File: src/rtl/sha_msched_ctrl.sv
// SHA-256 message schedule sequencer: loads W[0..15], expands W[16..ROUNDS-1]
// on a shared ALU and streams every word in index order.
package sha_msched_ctrl_pkg;
    typedef enum logic [1:0] {
        kADDU = 2'd0,
        kSSO  = 2'd1,
        kSSZ  = 2'd2
    } alu_opcode_e;

    typedef struct packed {
        alu_opcode_e opcode;
    } instruction_s;
endpackage

module sha_msched_ctrl
    import sha_msched_ctrl_pkg::*;
#(
    parameter int unsigned ROUNDS = 64,
    parameter int unsigned IDX_W  = 6
) (
    input  logic              clk,
    input  logic              reset_i,
    input  logic              load_valid_i,
    input  logic [31:0]       load_word_i,
    output logic              load_ready_o,
    output logic              w_valid_o,
    output logic [31:0]       w_word_o,
    output logic [IDX_W-1:0]  w_index_o,
    input  logic              w_ready_i,
    output logic              alu_req_o,
    input  logic              alu_gnt_i,
    output instruction_s      alu_op_o,
    output logic [31:0]       alu_rd_o,
    output logic [31:0]       alu_rs_o,
    input  logic [31:0]       alu_result_i,
    output logic              busy_o,
    output logic              done_o
);
    localparam int unsigned WORD_W = 32;
    localparam int unsigned SLOT_W = 4;
    localparam int unsigned SLOTS  = 16;
    localparam logic [IDX_W-1:0] LAST_T = IDX_W'(ROUNDS - 1);
    localparam logic [IDX_W-1:0] LOAD_T = IDX_W'(15);

    typedef enum logic [3:0] {
        S_IDLE, S_LOAD, S_SIG1, S_SIG0, S_ADD0, S_ADD1, S_ADD2, S_EMIT, S_DONE
    } state_e;

    state_e              state_q, state_d;
    logic [IDX_W-1:0]    t_q, t_d;
    logic [WORD_W-1:0]   tmp1_q, tmp1_d, tmp0_q, tmp0_d, acc_q, acc_d;
    logic [WORD_W-1:0]   wbuf [SLOTS];
    logic                buf_we;
    logic [SLOT_W-1:0]   buf_waddr;
    logic [WORD_W-1:0]   buf_wdata;
    logic [SLOT_W-1:0]   slot;
    logic                alu_fire;

    logic                load_ready_d, w_valid_d, alu_req_d, busy_d, done_d;
    logic [WORD_W-1:0]   w_word_d, alu_rd_d, alu_rs_d;
    logic [IDX_W-1:0]    w_index_d;
    instruction_s        alu_op_d;

    // Next state, datapath updates, and next values of the registered outputs.
    always_comb begin
        state_d   = state_q;
        t_d       = t_q;
        tmp1_d    = tmp1_q;
        tmp0_d    = tmp0_q;
        acc_d     = acc_q;
        buf_we    = 1'b0;
        buf_waddr = t_q[SLOT_W-1:0];
        buf_wdata = alu_result_i;
        w_word_d  = w_word_o;
        w_index_d = w_index_o;
        alu_fire  = alu_req_o & alu_gnt_i;

        unique case (state_q)
            S_IDLE, S_LOAD: begin
                if (load_valid_i) begin
                    buf_we    = 1'b1;
                    buf_wdata = load_word_i;
                    w_word_d  = load_word_i;
                    w_index_d = t_q;
                    state_d   = S_EMIT;
                end
            end
            S_SIG1: if (alu_fire) begin tmp1_d = alu_result_i; state_d = S_SIG0; end
            S_SIG0: if (alu_fire) begin tmp0_d = alu_result_i; state_d = S_ADD0; end
            S_ADD0: if (alu_fire) begin acc_d  = alu_result_i; state_d = S_ADD1; end
            S_ADD1: if (alu_fire) begin acc_d  = alu_result_i; state_d = S_ADD2; end
            S_ADD2: begin
                if (alu_fire) begin
                    buf_we    = 1'b1;
                    w_word_d  = alu_result_i;
                    w_index_d = t_q;
                    state_d   = S_EMIT;
                end
            end
            S_EMIT: begin
                if (w_ready_i) begin
                    t_d = t_q + IDX_W'(1);
                    if (t_q == LAST_T)      state_d = S_DONE;
                    else if (t_q < LOAD_T)  state_d = S_LOAD;
                    else                    state_d = S_SIG1;
                end
            end
            S_DONE: begin
                t_d     = '0;
                state_d = S_IDLE;
            end
            default: state_d = S_IDLE;
        endcase

        // Outputs are decoded from the upcoming state so they leave registers.
        slot         = t_d[SLOT_W-1:0];
        load_ready_d = (state_d == S_IDLE) || (state_d == S_LOAD);
        w_valid_d    = (state_d == S_EMIT);
        busy_d       = (state_d != S_IDLE);
        done_d       = (state_d == S_DONE);
        alu_req_d    = 1'b0;
        alu_op_d     = instruction_s'{opcode: kADDU};
        alu_rd_d     = '0;
        alu_rs_d     = '0;

        unique case (state_d)
            S_SIG1: begin
                alu_req_d = 1'b1;
                alu_op_d  = instruction_s'{opcode: kSSO};
                alu_rs_d  = wbuf[slot - SLOT_W'(2)];
            end
            S_SIG0: begin
                alu_req_d = 1'b1;
                alu_op_d  = instruction_s'{opcode: kSSZ};
                alu_rs_d  = wbuf[slot - SLOT_W'(15)];
            end
            S_ADD0: begin
                alu_req_d = 1'b1;
                alu_rd_d  = tmp1_d;
                alu_rs_d  = wbuf[slot - SLOT_W'(7)];
            end
            S_ADD1: begin
                alu_req_d = 1'b1;
                alu_rd_d  = acc_d;
                alu_rs_d  = tmp0_d;
            end
            S_ADD2: begin
                // W[t-16] lives in the slot W[t] is about to overwrite.
                alu_req_d = 1'b1;
                alu_rd_d  = acc_d;
                alu_rs_d  = wbuf[slot];
            end
            default: ;
        endcase
    end

    // State and datapath registers.
    always_ff @(posedge clk) begin
        if (reset_i) begin
            state_q <= S_IDLE;
            t_q     <= '0;
            tmp1_q  <= '0;
            tmp0_q  <= '0;
            acc_q   <= '0;
        end else begin
            state_q <= state_d;
            t_q     <= t_d;
            tmp1_q  <= tmp1_d;
            tmp0_q  <= tmp0_d;
            acc_q   <= acc_d;
        end
    end

    // Output registers.
    always_ff @(posedge clk) begin
        if (reset_i) begin
            load_ready_o <= 1'b1;
            w_valid_o    <= 1'b0;
            w_word_o     <= '0;
            w_index_o    <= '0;
            alu_req_o    <= 1'b0;
            alu_op_o     <= instruction_s'{opcode: kADDU};
            alu_rd_o     <= '0;
            alu_rs_o     <= '0;
            busy_o       <= 1'b0;
            done_o       <= 1'b0;
        end else begin
            load_ready_o <= load_ready_d;
            w_valid_o    <= w_valid_d;
            w_word_o     <= w_word_d;
            w_index_o    <= w_index_d;
            alu_req_o    <= alu_req_d;
            alu_op_o     <= alu_op_d;
            alu_rd_o     <= alu_rd_d;
            alu_rs_o     <= alu_rs_d;
            busy_o       <= busy_d;
            done_o       <= done_d;
        end
    end

    // 16-word circular schedule window; contents need no reset.
    always_ff @(posedge clk) begin
        if (buf_we && !reset_i) begin
            wbuf[buf_waddr] <= buf_wdata;
        end
    end
endmodule

File: config.mk
export PLATFORM = sky130hd
export DESIGN_NAME = sha_msched_ctrl
export DESIGN_NICKNAME = d
export VERILOG_FILES = /design/src/rtl/sha_msched_ctrl.sv
export SDC_FILE = /design/constraint.sdc
export NUM_CORES = 1
export LEC_CHECK = 0
export CAP_MARGIN = 10
export CORE_ASPECT_RATIO = 1.75
export CORE_UTILIZATION = 25
export DETAILED_ROUTE_END_ITERATION = 10
export PLACE_DENSITY = 0.45
export SYNTH_ARGS = -nofsm -noshare
export SYNTH_HDL_FRONTEND = slang
export SYNTH_SLANG_ARGS = --single-unit
File: constraint.sdc
create_clock -name clk -period 15.8 [get_ports clk]
set_input_delay 3.16 -clock clk [delete_from_list [all_inputs] [get_ports clk]]
set_output_delay 3.16 -clock clk [all_outputs]
set_load 0.03 [all_outputs]
==> results_dict.tcl <==
set metrics [dict create \
    synthCells 3319 \
    endpoint_kind "flop" \
    path_depth_of_the_worst_reg2reg_path 15 \
    drc 0 \
    cts_tree "yes" \
    routed-via-count 30600 \
    grt_overflow_total 0 \
    path_class "input port to flop" \
    ctsRootBufferMaster "sky130_fd_sc_hd__clkbuf_16" \
    dpl.cell_count 5311 \
    fp.dieW_um 300 \
    peakVddDrop_uv 70.9 \
    postCtsSetupRepairBufs 0 \
    worst-endpoint-required_ns 16.37 \
    wl_mm 170 \
    outcome "finished, final reports clean" \
    timing.clock.skew_ns 0.0379 \
    number_of_enable_type_register_cells_in_the_synthesized_netlist 512 \
    count_of_h_tree_levels_built_during_cts 3 \
    area_occupied_by_multi_input_gates_um2 18100 \
    r2r-end "alu_rs_o[29]$_SDFF_PP0_" \
    power_density_nw_per_um2 98.7 \
    netlist-cell-type-count 93 \
    drt_pre_antenna_iters 7 \
    drt.antenna.violating_nets 0 \
    clk_pin_slew_ns 0.06 \
    reg2reg_setup_slack_ns 8.23 \
    n_fill_cell 15800 \
    final_net_count 3450 \
    cts_max_path_buffers 3 \
    seqCellArea_um2 19700 \
    cts_bufs_inserted 77 \
    hold_violations 0 \
    worst_hold_path.endpoint "w_index_o[4]$_SDFFE_PP0P_" \
    dpl.hpwl_mm 106 \
    drive_above_1_share 0.182 \
    grt_pass1_vias 31200 \
    r2r-start "state_q[1]$_SDFF_PP0_" \
    grt_pass1_wl_mm 237 \
    rsz0062_at_grt "false" \
    postSynthRegisterBits 727 \
    timing.critical_path.arrival_ns 10.28 \
    drt_first_iter_violations 2448 \
    final-instance-count-excl-fill 5456 \
    areaGrowthSynthToFinish_pct 17.1 \
    die-area_um2 157000 \
    finalWeightedCongestion 0.882 \
    power.static_leakage_nw 15.0 \
    yosys_most_used_dff "sky130_fd_sc_hd__edfxtp_1" \
    initial_antenna_violation_count 1 \
    slew_headroom 0.198 \
    start_util 0.252 \
    cts_hold_buf 0 \
    route.detailed.vias_per_inst 5.61 \
    post_cts.resized_instances 0 \
    yosys_warnings 0 \
    die_h_um 523 \
    buffers_added_on_ports 177 \
    final.setup.tns_ns 0 \
    yosysSeqAreaShare 0.508 \
    syn-mean-instance-area_um2 11.7 \
    largest_net_degree_at_the_start_of_global_routing 101 \
    syn_area_um2 38800 \
    ioPinCount 178 \
    hold_path_depth 2 \
    postSynthNetCount 3395 \
    timing.critical_path.from_type "input port" \
    floorplan.core_area_um2 154000 \
    hp-start "w_index_o[4]$_SDFFE_PP0P_" \
    worst-slew-pin-transition_ns 1.20 \
    time_the_worst_path_needs_with_i_o_delays_and_setup_ns 9.71 \
    wl_per_cell_um 31.1 \
    min-delay-path-class "flop to flop" \
    timing.final.setup_violations 0 \
    grt_util_all_layers 0.212 \
    numClockSinks 727 \
    async_flop_share 0 \
    final_min_period_over_clock_period 0.615 \
    hold-worst-slack_ns 0.452 \
    path_max_fanout 100 \
    row_count 190 \
    max_freq_mhz 103 \
    clkLatencyLatePin_ns 0.70 \
    cap_violations 0 \
    timing.final.max_slew_violations 0 \
]
## critical path: stages
cell                              delay, ns
sky130_fd_sc_hd__clkdlybuf4s50_1       0.70
sky130_fd_sc_hd__nand3_1               0.34
sky130_fd_sc_hd__o211ai_4              0.29
sky130_fd_sc_hd__buf_4                 0.48
sky130_fd_sc_hd__nand2_8               0.55
sky130_fd_sc_hd__buf_4                 0.61
sky130_fd_sc_hd__inv_8                 0.61
sky130_fd_sc_hd__ha_1                  0.60
sky130_fd_sc_hd__inv_1                 0.33
sky130_fd_sc_hd__nand3_2               0.18
sky130_fd_sc_hd__nand2_4               0.39
sky130_fd_sc_hd__buf_4                 0.55
sky130_fd_sc_hd__a211o_1               0.38
sky130_fd_sc_hd__a41oi_1               0.22
sky130_fd_sc_hd__a31oi_1               0.10
sky130_fd_sc_hd__or4_1                 0.51
## how the worst max path moves through the flow
stage / start / end / slack (ns)
2_1_floorplan: w_ready_i / alu_rs_o[23]$_SDFF_PP0_ / 7.89
3_3_place_gp: w_ready_i / alu_rs_o[29]$_SDFF_PP0_ / 5.64
3_5_place_dp: w_ready_i / alu_rs_o[29]$_SDFF_PP0_ / 5.54
4_1_cts: w_ready_i / alu_rs_o[29]$_SDFF_PP0_ / 6.28
5_1_grt: w_ready_i / alu_rs_o[29]$_SDFF_PP0_ / 5.86
6_report: w_ready_i / alu_rs_o[29]$_SDFF_PP0_ / 6.09
## power breakdown
part	internal (mW)	switching, mW
Combinational	0.131	0.295
Sequential	2.09	0.0341
Clock	1.08	0.843
Total	3.31	1.17
## cell usage after synthesis (5+ instances only)
| cell type | instances | area (um2) |
|---|---|---|
| sky130_fd_sc_hd__o21ai_1 | 11 | 55.1 |
| sky130_fd_sc_hd__a32oi_1 | 7 | 61.3 |
| sky130_fd_sc_hd__mux2_1 | 11 | 124 |
| sky130_fd_sc_hd__nor2_1 | 154 | 578 |
| sky130_fd_sc_hd__o41ai_1 | 9 | 78.8 |
| sky130_fd_sc_hd__mux2i_1 | 344 | 3440 |
| sky130_fd_sc_hd__and3_1 | 81 | 507 |
| sky130_fd_sc_hd__buf_6 | 5 | 56.3 |
| sky130_fd_sc_hd__ha_1 | 7 | 87.6 |
| sky130_fd_sc_hd__edfxtp_1 | 512 | 15400 |
| sky130_fd_sc_hd__a21oi_1 | 73 | 365 |
| sky130_fd_sc_hd__o21ai_0 | 45 | 225 |
| sky130_fd_sc_hd__buf_1 | 25 | 93.8 |
| sky130_fd_sc_hd__nor3_2 | 5 | 50.1 |
| sky130_fd_sc_hd__o31ai_1 | 7 | 52.6 |
| sky130_fd_sc_hd__a211oi_1 | 89 | 668 |
| sky130_fd_sc_hd__a22oi_1 | 17 | 128 |
| sky130_fd_sc_hd__a221oi_1 | 11 | 96.3 |
| sky130_fd_sc_hd__o211ai_1 | 22 | 165 |
| sky130_fd_sc_hd__a31oi_1 | 14 | 87.6 |
| sky130_fd_sc_hd__buf_4 | 16 | 120 |
| sky130_fd_sc_hd__o2111ai_1 | 5 | 43.8 |
| sky130_fd_sc_hd__a22o_1 | 36 | 315 |
| sky130_fd_sc_hd__a221o_1 | 5 | 50.1 |
| sky130_fd_sc_hd__or2_2 | 18 | 113 |
| sky130_fd_sc_hd__buf_2 | 68 | 340 |
| sky130_fd_sc_hd__a211o_1 | 9 | 78.8 |
| sky130_fd_sc_hd__a41oi_1 | 6 | 52.6 |
| sky130_fd_sc_hd__nand2_1 | 401 | 1510 |
| sky130_fd_sc_hd__clkbuf_1 | 163 | 612 |
| sky130_fd_sc_hd__or3_1 | 9 | 56.3 |
| sky130_fd_sc_hd__o221ai_1 | 16 | 140 |
| sky130_fd_sc_hd__inv_1 | 17 | 63.8 |
| sky130_fd_sc_hd__mux4_2 | 102 | 2300 |
| sky130_fd_sc_hd__or4_1 | 10 | 75.1 |
| sky130_fd_sc_hd__nor3_1 | 90 | 450 |
| sky130_fd_sc_hd__dfxtp_1 | 215 | 4300 |
| sky130_fd_sc_hd__mux2_2 | 239 | 2690 |
| sky130_fd_sc_hd__a2111oi_0 | 10 | 87.6 |
| sky130_fd_sc_hd__o32ai_1 | 14 | 123 |
| sky130_fd_sc_hd__nand4_1 | 19 | 119 |
| sky130_fd_sc_hd__nor4_1 | 8 | 50.1 |
| sky130_fd_sc_hd__a311oi_1 | 72 | 631 |
| sky130_fd_sc_hd__nand3_1 | 98 | 490 |
| sky130_fd_sc_hd__o22ai_1 | 143 | 895 |
## sequential cells by signal, indices dropped and copies added, names as in the netlist
| register | cells |
|---|---|
| alu_rs_o | 32 |
| w_valid_o | 1 |
| acc_q | 32 |
| w_word_o | 32 |
| state_q | 4 |
| tmp0_q | 32 |
| wbuf | 512 |
| alu_req_o | 1 |
| tmp1_q | 32 |
| t_q | 6 |
| busy_o | 1 |
| done_o | 1 |
| alu_op_o | 2 |
| alu_rd_o | 32 |
| load_ready_o | 1 |
| w_index_o | 6 |
## placed cells by master, fill, tap and decap left out, drive strengths merged, types with 8 or more instances in the layout
cell / count
a21oi: 75
a22oi: 17
o221ai: 16
a221oi: 13
or4: 10
o41ai: 9
a31oi: 14
nor2: 156
or3: 9
mux4: 102
o22ai: 143
a2111oi: 10
o211ai: 25
inv: 22
nand4: 19
nand3: 98
buf: 77
clkdlybuf4s50: 176
clkinv: 26
dfxtp: 215
nor4: 8
or2: 18
a211oi: 90
and3: 81
mux2i: 344
nand2: 405
o32ai: 14
edfxtp: 512
o21ai: 56
clkbuf: 102
a311oi: 72
a22o: 36
mux2: 250
a211o: 9
nor3: 95
## per-stage QoR
stage	setup WS, ns	total power [mW]	cell area (um2)	utilization
CTS	6.28	4.52	45400	0.296
finish	6.09	4.48	45400	0.296
global route	5.86	4.60	45400	0.296
floorplan	7.89	2.37	38800	-
global placement	5.64	2.60	42700	0.278
detailed placement	5.54	2.60	42700	0.278
## routing by layer
layer	GRT usage	up-vias	wire length, um
met5	0	-	0
met4	0.161	0	13900
met1	0.230	15700	62000
met2	0.373	1304	85300
li1	-	13100	-
met3	0.0287	486	8590
## final cells by class
class	instances	share of cell area
antenna	3	0.000165
timing repair buffer	253	0.0516
clock buffer	102	0.0480
sequential	727	0.434
clock inverter	40	0.0104
multi-input combinational	2294	0.399
inverter	21	0.00207
tap	2016	0.0556
## logic make-up (layout without fill, tap and decap cells)
group           after synthesis  in the layout  synth area share
xor+xnor                      3              3          0.000872
buf+inv                     298            416            0.0336
mux                         696            696             0.221
other cells                   0              3                 0
flops                       727            727             0.508
compound gates              666            666             0.125
simple gates                922            922             0.110
fa+ha+maj                     7              7           0.00226
(Power assumes the default switching activity.)
